<file path="config.mk">
export PLATFORM = sky130hd
export DESIGN_NAME = mac_seq_ctrl
export DESIGN_NICKNAME = d
export VERILOG_FILES = /design/src/rtl/mac_seq_ctrl_pkg.sv /design/src/rtl/mac_seq_ctrl_mul8.sv /design/src/rtl/mac_seq_ctrl.sv
export SDC_FILE = /design/constraint.sdc
export NUM_CORES = 1
export LEC_CHECK = 0
export BUFFER_PORTS_ARGS = -buffer_cell sky130_fd_sc_hd__buf_4
export CAP_MARGIN = 20
export CORE_MARGIN = 2
export CORE_UTILIZATION = 51
export DETAILED_ROUTE_END_ITERATION = 8
export PLACE_DENSITY = 0.71
export SLEW_MARGIN = 10
export SYNTH_ARGS = -nofsm -noshare
export SYNTH_HDL_FRONTEND = slang
export SYNTH_SLANG_ARGS = --single-unit
export TNS_END_PERCENT = 20
</file>
<file path="constraint.sdc">
create_clock -name clk -period 2.4 [get_ports clk]
set_input_delay 0.6 -clock clk [delete_from_list [all_inputs] [get_ports clk]]
set_output_delay 0.6 -clock clk [all_outputs]
set_load 0.005 [all_outputs]
</file>
<file path="src/rtl/mac_seq_ctrl_pkg.sv">
// Shared definitions for the MAC sequencer: operand/product widths and
// the controller state encoding.
package mac_seq_ctrl_pkg;

  localparam int MAC_OP_W   = 8;
  localparam int MAC_PROD_W = 16;

  // 2-bit controller state encoding
  typedef enum logic [1:0] {
    ST_IDLE  = 2'd0,
    ST_LOAD  = 2'd1,
    ST_DRAIN = 2'd2,
    ST_DONE  = 2'd3
  } mac_state_e;

endpackage

</file>
<file path="src/rtl/mac_seq_ctrl_mul8.sv">
// Combinational unsigned 8x8 -> 16 multiplier used by the MAC sequencer.
module mul8
  import mac_seq_ctrl_pkg::*;
(
  input  logic [MAC_OP_W-1:0]   i_a,
  input  logic [MAC_OP_W-1:0]   i_b,
  output logic [MAC_PROD_W-1:0] o_p
);

  // Operands are zero-extended so the product is computed at full width
  assign o_p = {{(MAC_PROD_W-MAC_OP_W){1'b0}}, i_a} * {{(MAC_PROD_W-MAC_OP_W){1'b0}}, i_b};

endmodule

</file>
<file path="src/rtl/mac_seq_ctrl.sv">
// MAC sequencer: takes a job length, streams that many operand pairs
// through mul8 into an accumulator, and offers the sum on a result port.
module mac_seq_ctrl
  import mac_seq_ctrl_pkg::*;
#(
  parameter int ACC_W = 24,
  parameter int CNT_W = 8
) (
  input  logic                clk,
  input  logic                rst_n,
  input  logic                start,
  input  logic [CNT_W-1:0]    len,
  output logic                busy,
  input  logic                in_valid,
  output logic                in_ready,
  input  logic [MAC_OP_W-1:0] a,
  input  logic [MAC_OP_W-1:0] b,
  output logic                out_valid,
  input  logic                out_ready,
  output logic [ACC_W-1:0]    acc_out,
  output logic                ovf
);

  mac_state_e              r_state;
  logic                    r_busy;
  logic                    r_in_ready;
  logic                    r_out_valid;
  logic [CNT_W-1:0]        r_rem;

  logic [MAC_PROD_W-1:0]   r_prod_p1;
  logic                    r_vld_p1;
  logic [ACC_W-1:0]        r_acc_p2;
  logic                    r_ovf_p2;

  logic                    w_accept;
  logic                    w_job_start;
  logic [MAC_PROD_W-1:0]   w_prod;
  logic [ACC_W:0]          w_sum;

  // Unsigned add one bit wider than the accumulator; the MSB is the carry out
  function automatic logic [ACC_W:0] acc_add(input logic [ACC_W-1:0]      acc,
                                             input logic [MAC_PROD_W-1:0] prod);
    return {1'b0, acc} + {{(ACC_W+1-MAC_PROD_W){1'b0}}, prod};
  endfunction

  mul8 u_mul (
    .i_a (a),
    .i_b (b),
    .o_p (w_prod)
  );

  // in_ready is high exactly in LOAD, so this is the pair-accept strobe
  assign w_accept    = in_valid & r_in_ready;
  assign w_job_start = (r_state == ST_IDLE) & start;
  assign w_sum       = acc_add(r_acc_p2, r_prod_p1);

  // Controller: state, remaining-pair counter and registered handshake outputs
  always_ff @(posedge clk or negedge rst_n) begin
    if (!rst_n) begin
      r_state     <= ST_IDLE;
      r_busy      <= 1'b0;
      r_in_ready  <= 1'b0;
      r_out_valid <= 1'b0;
      r_rem       <= '0;
    end else begin
      case (r_state)
        ST_IDLE: begin
          if (start) begin
            r_busy <= 1'b1;
            if (len != '0) begin
              r_state    <= ST_LOAD;
              r_rem      <= len;
              r_in_ready <= 1'b1;
            end else begin
              // Empty job: no pairs are taken, the cleared sum is the result
              r_state     <= ST_DONE;
              r_out_valid <= 1'b1;
            end
          end
        end
        ST_LOAD: begin
          if (w_accept) begin
            r_rem <= r_rem - CNT_W'(1);
            if (r_rem == CNT_W'(1)) begin
              r_state    <= ST_DRAIN;
              r_in_ready <= 1'b0;
            end
          end
        end
        ST_DRAIN: begin
          // Last product is folded during this cycle
          r_state     <= ST_DONE;
          r_out_valid <= 1'b1;
        end
        ST_DONE: begin
          // start is deliberately not looked at here, even on the handshake cycle
          if (out_ready) begin
            r_state     <= ST_IDLE;
            r_busy      <= 1'b0;
            r_out_valid <= 1'b0;
          end
        end
        default: begin
          r_state     <= ST_IDLE;
          r_busy      <= 1'b0;
          r_in_ready  <= 1'b0;
          r_out_valid <= 1'b0;
        end
      endcase
    end
  end

  // Stage p1: capture the product of each accepted pair
  always_ff @(posedge clk or negedge rst_n) begin
    if (!rst_n) begin
      r_prod_p1 <= '0;
      r_vld_p1  <= 1'b0;
    end else if (w_job_start) begin
      r_vld_p1 <= 1'b0;
    end else begin
      // The flag only lives one cycle so a bubble never folds a product twice
      r_vld_p1 <= w_accept;
      if (w_accept) begin
        r_prod_p1 <= w_prod;
      end
    end
  end

  // Stage p2: fold the captured product into the accumulator, track carry out
  always_ff @(posedge clk or negedge rst_n) begin
    if (!rst_n) begin
      r_acc_p2 <= '0;
      r_ovf_p2 <= 1'b0;
    end else if (w_job_start) begin
      r_acc_p2 <= '0;
      r_ovf_p2 <= 1'b0;
    end else if (r_vld_p1) begin
      r_acc_p2 <= w_sum[ACC_W-1:0];
      r_ovf_p2 <= r_ovf_p2 | w_sum[ACC_W];
    end
  end

  assign busy      = r_busy;
  assign in_ready  = r_in_ready;
  assign out_valid = r_out_valid;
  assign acc_out   = r_acc_p2;
  assign ovf       = r_ovf_p2;

endmodule

</file>
## Word level (Yosys, flattened, before mapping)

Index checks and enable logic that the tools add are counted.

| cells by class | value |
|---|---|
| $add $sub $neg | 2 |
| $mul | 1 |
| equal/unequal tests | 10 |
| multiplexer cells | 26 |
| bitwise logic cells | 4 |
| reductions and logical operators | 12 |

Operators with widths:

| operator | count |
|---|---|
| $mux W24 | 2 |
| $add A24 B16 Y25 | 1 |
| $mux W8 | 3 |
| $mul A8 B8 Y16 | 1 |
| $pmux W8 S2 | 1 |
| $reduce_and A4 Y1 | 3 |
| $mux W1 | 11 |
| $mux W2 | 5 |
| $ne A2 B2 Y1 const B | 5 |
| $eq A8 B1 Y1 const B | 1 |
| $pmux W2 S4 | 1 |
| $reduce_bool A8 Y1 | 1 |
| $sub A8 B1 Y8 const B | 1 |
| $reduce_bool A2 Y1 | 3 |
| $reduce_and A5 Y1 | 1 |
| $eq A2 B2 Y1 const B | 2 |
| $pmux W1 S2 | 2 |
| $pmux W1 S3 | 1 |
| $reduce_and A3 Y1 | 1 |
| $reduce_bool A3 Y1 | 1 |
| $and A1 B1 Y1 | 2 |
| $eq A2 B1 Y1 const B | 1 |
| $logic_not A2 Y1 | 1 |
| $ne A2 B1 Y1 const B | 1 |
| other kinds (3) | 3 |

| word-level totals | value |
|---|---|
| register bits after elaboration | 55 |
| output and inout bits | 28 |
| logic and storage cells | 64 |

## Logic depth before layout (Yosys ltp)

Gate-level depths: netlist of run 1.

| logic depth | value |
|---|---|
| word-level depth | 4 |
| mapped depth | 16 |
| mapped depth without buffers | 16 |

## By module

From an unflattened synthesis of run 1, not the netlist that was laid out.

| unflattened totals | value |
|---|---|
| cells, all modules | 632 |
| area, all modules | 5,654.2 µm² |

Modules (own cells, without submodules):

| module | times used | cells an instance | area each (µm²) | seq. area each (µm²) |
|---|---|---|---|---|
| mac_seq_ctrl | 1 | 389 | 3,544.6 | 1,376.3 |
| mul8 | 1 | 243 | 2,109.5 | 0.0 |

## Worst setup path before layout of run 1

Ideal clock, no wire load.

| timing path | value |
|---|---|
| path kind | input port to flip-flop |
| from | in b[4] |
| to | reg r_prod_p1[14] |
| setup time | 120 ps |
| arrival | 4,424 ps |
| path slack | -2,144 ps |
| stages | 15 |
| buffers on the path | 0 |
| cell sequence | and2_1 fa_1 inv_1 fa_1 inv_1 fa_1 inv_1 fa_1 inv_1 ha_1 or4_1 o22ai_1 o2111ai_1 a21o_1 a31o_2 |

| between the ends | value |
|---|---|
| cells in the longest elaborated chain, start to end | 1 |

RTL lines:

| element | line | RTL |
|---|---|---|
| start: declaration | mac_seq_ctrl.sv:17 | `input logic [MAC_OP_W-1:0] b,` |
| $mul A8 B8 Y16 | mac_seq_ctrl_mul8.sv:11 | `assign o_p = {{(MAC_PROD_W-MAC_OP_W){1'b0}}, i_a} * {{(MAC_PROD_W-MAC_OP_W){1'b0}}, i_b};` |
| end signal: assignment | mac_seq_ctrl.sv:124 | `r_prod_p1 <= w_prod;` |
| end: declaration | mac_seq_ctrl.sv:30 | `logic [MAC_PROD_W-1:0] r_prod_p1;` |

No other way between the ends.
A chain may end at the register's enable or synchronous reset.

## Final worst setup path of run 1

| timing path | value |
|---|---|
| from | in a[5] |
| to | reg r_prod_p1[14] |

| between the ends | value |
|---|---|
| cells in the longest elaborated chain, start to end | 1 |

RTL lines:

| element | line | RTL |
|---|---|---|
| start: declaration | mac_seq_ctrl.sv:16 | `input logic [MAC_OP_W-1:0] a,` |
| $mul A8 B8 Y16 | mac_seq_ctrl_mul8.sv:11 |  |

No other way between the ends.

==> results of run 1 <==
-- cell usage after synthesis, drive strengths merged (10+ instances only) --
library cell	number	area share
dfrtp	55	0.25
nand2	69	0.047
and2	44	0.050
inv	63	0.043
ha	59	0.13
o21ai	44	0.042
mux2i	14	0.026
a21o	13	0.018
clkbuf	12	0.0082
nor2	17	0.012
nor3	10	0.010
a21oi	44	0.042
nand3	13	0.012
nand2b	21	0.024
fa	37	0.14
-- flip-flops by register name, summed over array words and instances (netlist names) --
signal / count
out_valid: 1
r_rem: 8
r_vld_p1: 1
r_state: 2
r_prod_p1: 16
busy: 1
in_ready: 1
ovf: 1
acc_out: 24
-- worst max-delay path: cells and delay by family --
kind / cells / cell delay (ns)
compound gates: 6 / 1.04
simple gates: 1 / 0.15
fa+ha+maj: 5 / 2.26
buf+inv: 5 / 0.28
-- per-stage QoR --
stage / std cells / utilization / setup TNS (ns)
after floorplan: 616 / - / -17.20
after global routing: 863 / 0.658 / -18.24
after CTS: 862 / 0.650 / -16.17
after detailed placement: 852 / 0.625 / -22.38
after global placement: 852 / 0.625 / -21.56
final: 863 / 0.658 / -16.63
-- power groups by stage --
stage	Sequential (mW)	Combinational, mW	Clock, mW
after floorplan	1.57	3.38	0
after global placement	1.64	4.70	0
after detailed placement	1.65	4.86	0
after CTS	1.64	5.20	0.619
after global routing	1.70	6.08	0.659
final	1.64	5.45	0.601
-- worst min-delay path by stage --
stage | startpoint | to | slack (ns) | depth (start not counted)
finish | rst_n | ovf | 0.33 | 1
global route | rst_n | ovf | 0.39 | 1
global placement | ovf | ovf | 0.47 | 1
floorplan | rst_n | acc_out[0] | 0.30 | 0
detailed placement | r_prod_p1[9] | r_prod_p1[9] | 0.48 | 2
CTS | rst_n | ovf | 0.36 | 1
-- cell type report --
type,instances,area share
clock buffer,6,0.0106
clock inverter,1,0.00440
inverter,63,0.0346
multi-input combinational,484,0.591
sequential,55,0.202
tap,136,0.0249
timing repair buffer,118,0.133
-- metal layers --
layer | routed length, µm | global-route usage
met1 | 6100 | 0.325
met2 | 6170 | 0.382
met3 | 486 | 0.0309
met4 | 114 | 0.0421
met5 | 0 | 0
-- timing repair --
action | 4_1_cts | 5_1_grt
cloned | 0 | 0
setup endpoints to repair | 14 | 20
resized for setup | 42 | 16
buffers inserted | 3 | 1
hold buffers | 0 | 0
pin swaps | 22 | 6
-- cell families after synthesis --
kind of cell    share of synthesized area
compound gates                      0.166
fa+ha+maj                           0.270
simple gates                        0.200
xor+xnor                           0.0256
buf+inv                            0.0530
mux                                0.0345
flops                               0.251
==> summary.txt, run 1 <==
Synth
  – Number of synthesized register bits: 55
  – Post-synth EDFFs: 0
  – Unique masters post-synth: 55
  – Mapped Area: 5470 µm²
  – Mapped Avg Cell Area: 8.88 µm²
  – Sequential share of the synthesized area: 0.251
  – Synth async-reset ratio: 1.00
  – Syn_nets: 741
  – Ys flop type: dfrtp_1
  – Cells after Synth: 616
  – Ys Warns: 0

Timing
  – Slew HR: 0.538
  – Final Hold Vio Count: 0
  – Final Critical Period: 4.15 ns
  – FMAX: 241 MHz
  – Final period utilization: 1.73
  – Max-slew violations: 0
  – Final worst slack: -1.75 ns
  – Clock Skew: 0.0132 ns
  – Final setup viols: 13
  – Worst-margin pin slew: 0.694 ns
  – WHS: 0.334 ns
  – RSZ-0062 raised after global routing: yes

Layout
  – Storage cell area: 1380 µm²
  – Layout fillers: 862
  – Most common cell after layout, fill and taps aside: buf_4
  – Fraction of layout cells with a size suffix above 1: 0.246
  – Multi-input gate area: 4030 µm²
  – Nets@finish: 852
  – Ant diodes: 0
  – Layout area overhead: 24.7%
  – Most frequent cells in the layout: 113 x buf_4, 69 x nand2_1, 58 x inv_1
  – Fin area: 6830 µm²

Die
  – Initial Util: 0.528
  – Ports: 57
  – Core area: 10,400 µm²
  – Die area: 11,600 µm²
  – Chip height: 108 µm
  – FP Rows: 37
  – Die Width: 108 µm

Clock tree
  – Clock sinks: 55
  – Num CTS Buffers: 5
  – CTS tree: yes
  – Worst skew pair latency: 0.31 ns
  – Root Driver: clkbuf_8
  – Clock transition at path regs: 0.10 ns
  – Clock H-tree levels: 2
  – Max clock buf depth: 2

Setup path
  – CP cell instances: buf_8 > and2_4 > fa_1 > inv_2 > fa_2 > inv_2 > fa_1 > inv_1 > fa_1 > inv_2 > ha_4 > o21a_1 > o21a_1 > o22ai_4 > o2111ai_2 > a21o_1 > a31o_2
  – CP Launch Point: a[5]
  – Slack of the worst reg-to-reg path: 0.08 ns
  – CP Launch Type: input port
  – Crit-path max cell delay: 0.55 ns
  – CP endpoint: r_prod_p1[14]
  – Worst reg2reg endpoint: acc_out[16]
  – Critical path arrival: 4.35 ns
  – Crit-path slowest cell: fa_1
  – RR Startpoint: r_prod_p1[0]
  – Worst Reg-to-Reg Cells: 9
  – Worst setup EP type: flop
  – CP required: 2.60 ns
  – CP max FO: 4
  – Crit path kind: in -> reg

Place
  – Post-DP HPWL: 10,100 µm
  – DP Worst Slack: -2.19 ns
  – Count of buffers from port buffering: 56
  – Dpl cell area: 6480 µm²
  – Routability cong.: 0.936

Route
  – DRT antenna net count: 0
  – DR vias/cell: 5.44
  – DR vias: 4,699
  – Number of detailed-route iterations in the first pass: 4
  – Post-Route WL: 12,900 µm
  – Wire per inst: 14.9 µm
  – Initial DRC count: 231
  – DRC violations left: 0

Global routing
  – Global-route wire length before repair: 21,600 µm
  – Largest net degree at the start of global routing: 56
  – Vias in the first global route: 4,630
  – Initial antenna violation count: 0
  – Gr ovfl total: 0
  – GR Util All Layers: 0.230

Min path
  – Worst hold path type: in -> async

Power
  – Sequential power share: 0.214
  – Net switching power: 3.46 mW
  – Maximum vdd drop: 528 µV
  – Switching share of power: 0.450
  – Lkg Pwr: 3.33 nW
  – Comb pwr share: 0.708
  – Pwr per Cell Area: 1130 nW/µm²
  – Power Internal: 4.24 mW
  – Total Power: 7.70 mW
  – Clock share of power: 0.078

Outcome
  – Failing checks: negative setup slack
  – Status: finished, violations left

Run
  – Total of max-cap violations: 0
(Power assumes the default switching activity.)
==> inputs of run 2 (changes only) <==
--- a/config.mk
+++ b/config.mk
@@ -11,6 +11,7 @@
 export CORE_UTILIZATION = 51
 export DETAILED_ROUTE_END_ITERATION = 8
 export PLACE_DENSITY = 0.71
+export RECOVER_POWER = 25
 export SLEW_MARGIN = 10
 export SYNTH_ARGS = -nofsm -noshare
 export SYNTH_HDL_FRONTEND = slang
==> run 2 against run 1 <==
Compared with the run above: largest power group unchanged; highest routed layer unchanged; critical path depth unchanged; sequential power about the same; non-clock buffer count unchanged; the flow still finishes with violations (negative setup slack); combinational power about the same; fmax about the same.
==> summary.txt, run 2 (same netlist as run 1, synthesis figures left out) <==
Place
  – Post-DP HPWL: 10,100 µm (unchanged)
  – Count of buffers from port buffering: 56 (unchanged)
  – Dpl cell area: 6480 µm² (unchanged)
  – Routability cong.: 0.936 (unchanged)

Setup path
  – CP max FO: 4 (unchanged)
  – Critical path arrival: 4.35 ns (about the same)
  – Crit path kind: in -> reg
  – Worst setup EP type: flop
  – CP required: 2.60 ns (about the same)
  – CP Launch Type: input port

Clock tree
  – Clock transition at path regs: 0.10 ns (about the same)
  – Clock H-tree levels: 2 (unchanged)
  – CTS tree: yes
  – Max clock buf depth: 2 (unchanged)
  – CTS Hold Bufs: 0 (unchanged)
  – Worst skew pair latency: 0.31 ns (about the same)
  – Num CTS Buffers: 5 (unchanged)
  – Clock sinks: 55 (unchanged)
  – Root Driver: clkbuf_8

Timing
  – Clock Skew: 0.0132 ns (unchanged)
  – FMAX: 241 MHz (about the same)
  – Final period utilization: 1.73 (about the same)
  – RSZ-0062 raised after global routing: yes
  – WHS: 0.499 ns (+0.165 ns)
  – Max-slew violations: 0 (unchanged)
  – Final Critical Period: 4.15 ns (+0.0000400 ns)
  – Final setup viols: 13 (unchanged)
  – Final worst slack: -1.75 ns (-0.0000400 ns)
  – Slew HR: 0.0826 (-0.455)
  – Final Hold Vio Count: 0 (unchanged)
  – Worst-margin pin slew: 1.38 ns (+0.682 ns)

Global routing
  – Global-route wire length before repair: 21,600 µm (unchanged)
  – GR Util All Layers: 0.230 (unchanged)
  – Vias in the first global route: 4,630 (unchanged)
  – Initial antenna violation count: 0 (unchanged)
  – Gr ovfl total: 0 (unchanged)
  – Largest net degree at the start of global routing: 56 (unchanged)

Power
  – Net switching power: 3.46 mW (about the same)
  – Power Internal: 4.23 mW (about the same)
  – Pwr per Cell Area: 1130 nW/µm² (about the same)
  – Clock share of power: 0.078 (about the same)
  – Switching share of power: 0.450 (about the same)
  – Sequential power share: 0.214 (about the same)
  – Comb pwr share: 0.708 (about the same)
  – Total Power: 7.70 mW (about the same)
  – Lkg Pwr: 3.33 nW (about the same)
  – Maximum vdd drop: 528 µV (about the same)

Route
  – Number of detailed-route iterations in the first pass: 4 (unchanged)
  – Wire per inst: 14.9 µm (about the same)
  – DRT antenna net count: 0 (unchanged)
  – Initial DRC count: 231 (unchanged)
  – DR vias: 4,699 (unchanged)
  – Post-Route WL: 12,900 µm (about the same)
  – DR vias/cell: 5.44 (unchanged)
  – DRC violations left: 0 (unchanged)

Layout
  – Multi-input gate area: 4030 µm² (unchanged)
  – Ant diodes: 0 (unchanged)
  – Most frequent cells in the layout: 112 x buf_4, 69 x nand2_1, 58 x inv_1
  – Layout area overhead: 24.7% (about the same)
  – Fin area: 6820 µm² (about the same)
  – Storage cell area: 1380 µm² (unchanged)
  – Layout fillers: 861 (-0.12%)
  – Max reg flops: 24 (unchanged)
  – Nets@finish: 852 (unchanged)
  – Fraction of layout cells with a size suffix above 1: 0.246 (unchanged)
  – Most common cell after layout, fill and taps aside: buf_4

Die
  – Chip height: 108 µm (unchanged)
  – Ports: 57 (unchanged)
  – FP Rows: 37 (unchanged)
  – Core area: 10,400 µm² (unchanged)
  – Die area: 11,600 µm² (unchanged)
  – Initial Util: 0.528 (unchanged)
  – Die Width: 108 µm (unchanged)

Outcome
  – Failing checks: negative setup slack
  – Status: finished, violations left

Min path
  – Worst hold path type: reg -> reg

Run
  – Total of max-cap violations: 0 (unchanged)
==> run 2: changes by cell type in the layout (fill, tap and decap cells not counted), sizes merged <==
cell and delta:
buf -1, clkbuf +1
==> run 2: final timing paths <==
| kind | cells past startpoint | to | slack, ns | start |
|---|---|---|---|---|
| setup / recovery | 17 | r_prod_p1[14] | -1.75 | a[5] |
| hold / removal | 1 | ovf | 0.50 | ovf |
| setup reg to reg | 9 | acc_out[16] | 0.08 | r_prod_p1[0] |
| hold reg to reg | 1 | ovf | 0.50 | ovf |
| max in group asynchronous | 1 | r_prod_p1[2] | 0.98 | rst_n |
| min in group asynchronous | 1 | ovf | 0.60 | rst_n |
==> run 2: power by group through the flow <==
stage	combinational, mW	sequential, mW	clock, mW
2_1_floorplan	3.38	1.57	0
3_3_place_gp	4.70	1.64	0
3_5_place_dp	4.86	1.65	0
4_1_cts	5.20	1.64	0.619
5_1_grt	6.08	1.70	0.659
6_report	5.45	1.64	0.601
==> run 2: routing by layer <==
| layer | GRT usage | part of all wire | up-vias |
|---|---|---|---|
| li1 | - | - | 2341 |
| met1 | 0.325 | 0.47 | 2258 |
| met2 | 0.382 | 0.48 | 92 |
| met3 | 0.0309 | 0.038 | 8 |
| met4 | 0.0421 | 0.0089 | 0 |
| met5 | 0 | 0 | - |
==> run 2: layout make-up <==
cell class | instances | share of cell area
Clock buffer | 6 | 0.0106
Clock inverter | 1 | 0.00440
Inverter | 63 | 0.0347
Multi-Input combinational cell | 484 | 0.591
Sequential cell | 55 | 0.202
Tap cell | 136 | 0.0249
Timing Repair Buffer | 118 | 0.133
==> run 2: worst max-delay path, cell delays in order <==
cell,delay (ns)
buf_8,0.10
and2_4,0.15
fa_1,0.55
inv_2,0.04
fa_2,0.53
inv_2,0.04
fa_1,0.47
inv_1,0.05
fa_1,0.50
inv_2,0.05
ha_4,0.21
o21a_1,0.16
o21a_1,0.20
o22ai_4,0.18
o2111ai_2,0.13
a21o_1,0.18
a31o_2,0.19
==> run 2: what timing repair did <==
item,in CTS,in global routing
gates resized for setup,42,16
setup buffers,3,1
endpoints found under the setup margin,14,20
pin swaps,22,6
==> run 2: metrics by stage <==
step                      std cells  setup TNS (ns)  setup WS, ns   util
after floorplan                 616          -17.20         -1.88      -
after global placement          852          -21.56         -2.10  0.625
after detailed placement        852          -22.38         -2.19  0.625
after CTS                       862          -16.17         -1.74  0.650
after global routing            863          -18.24         -1.88  0.658
final                           863          -16.63         -1.75  0.658
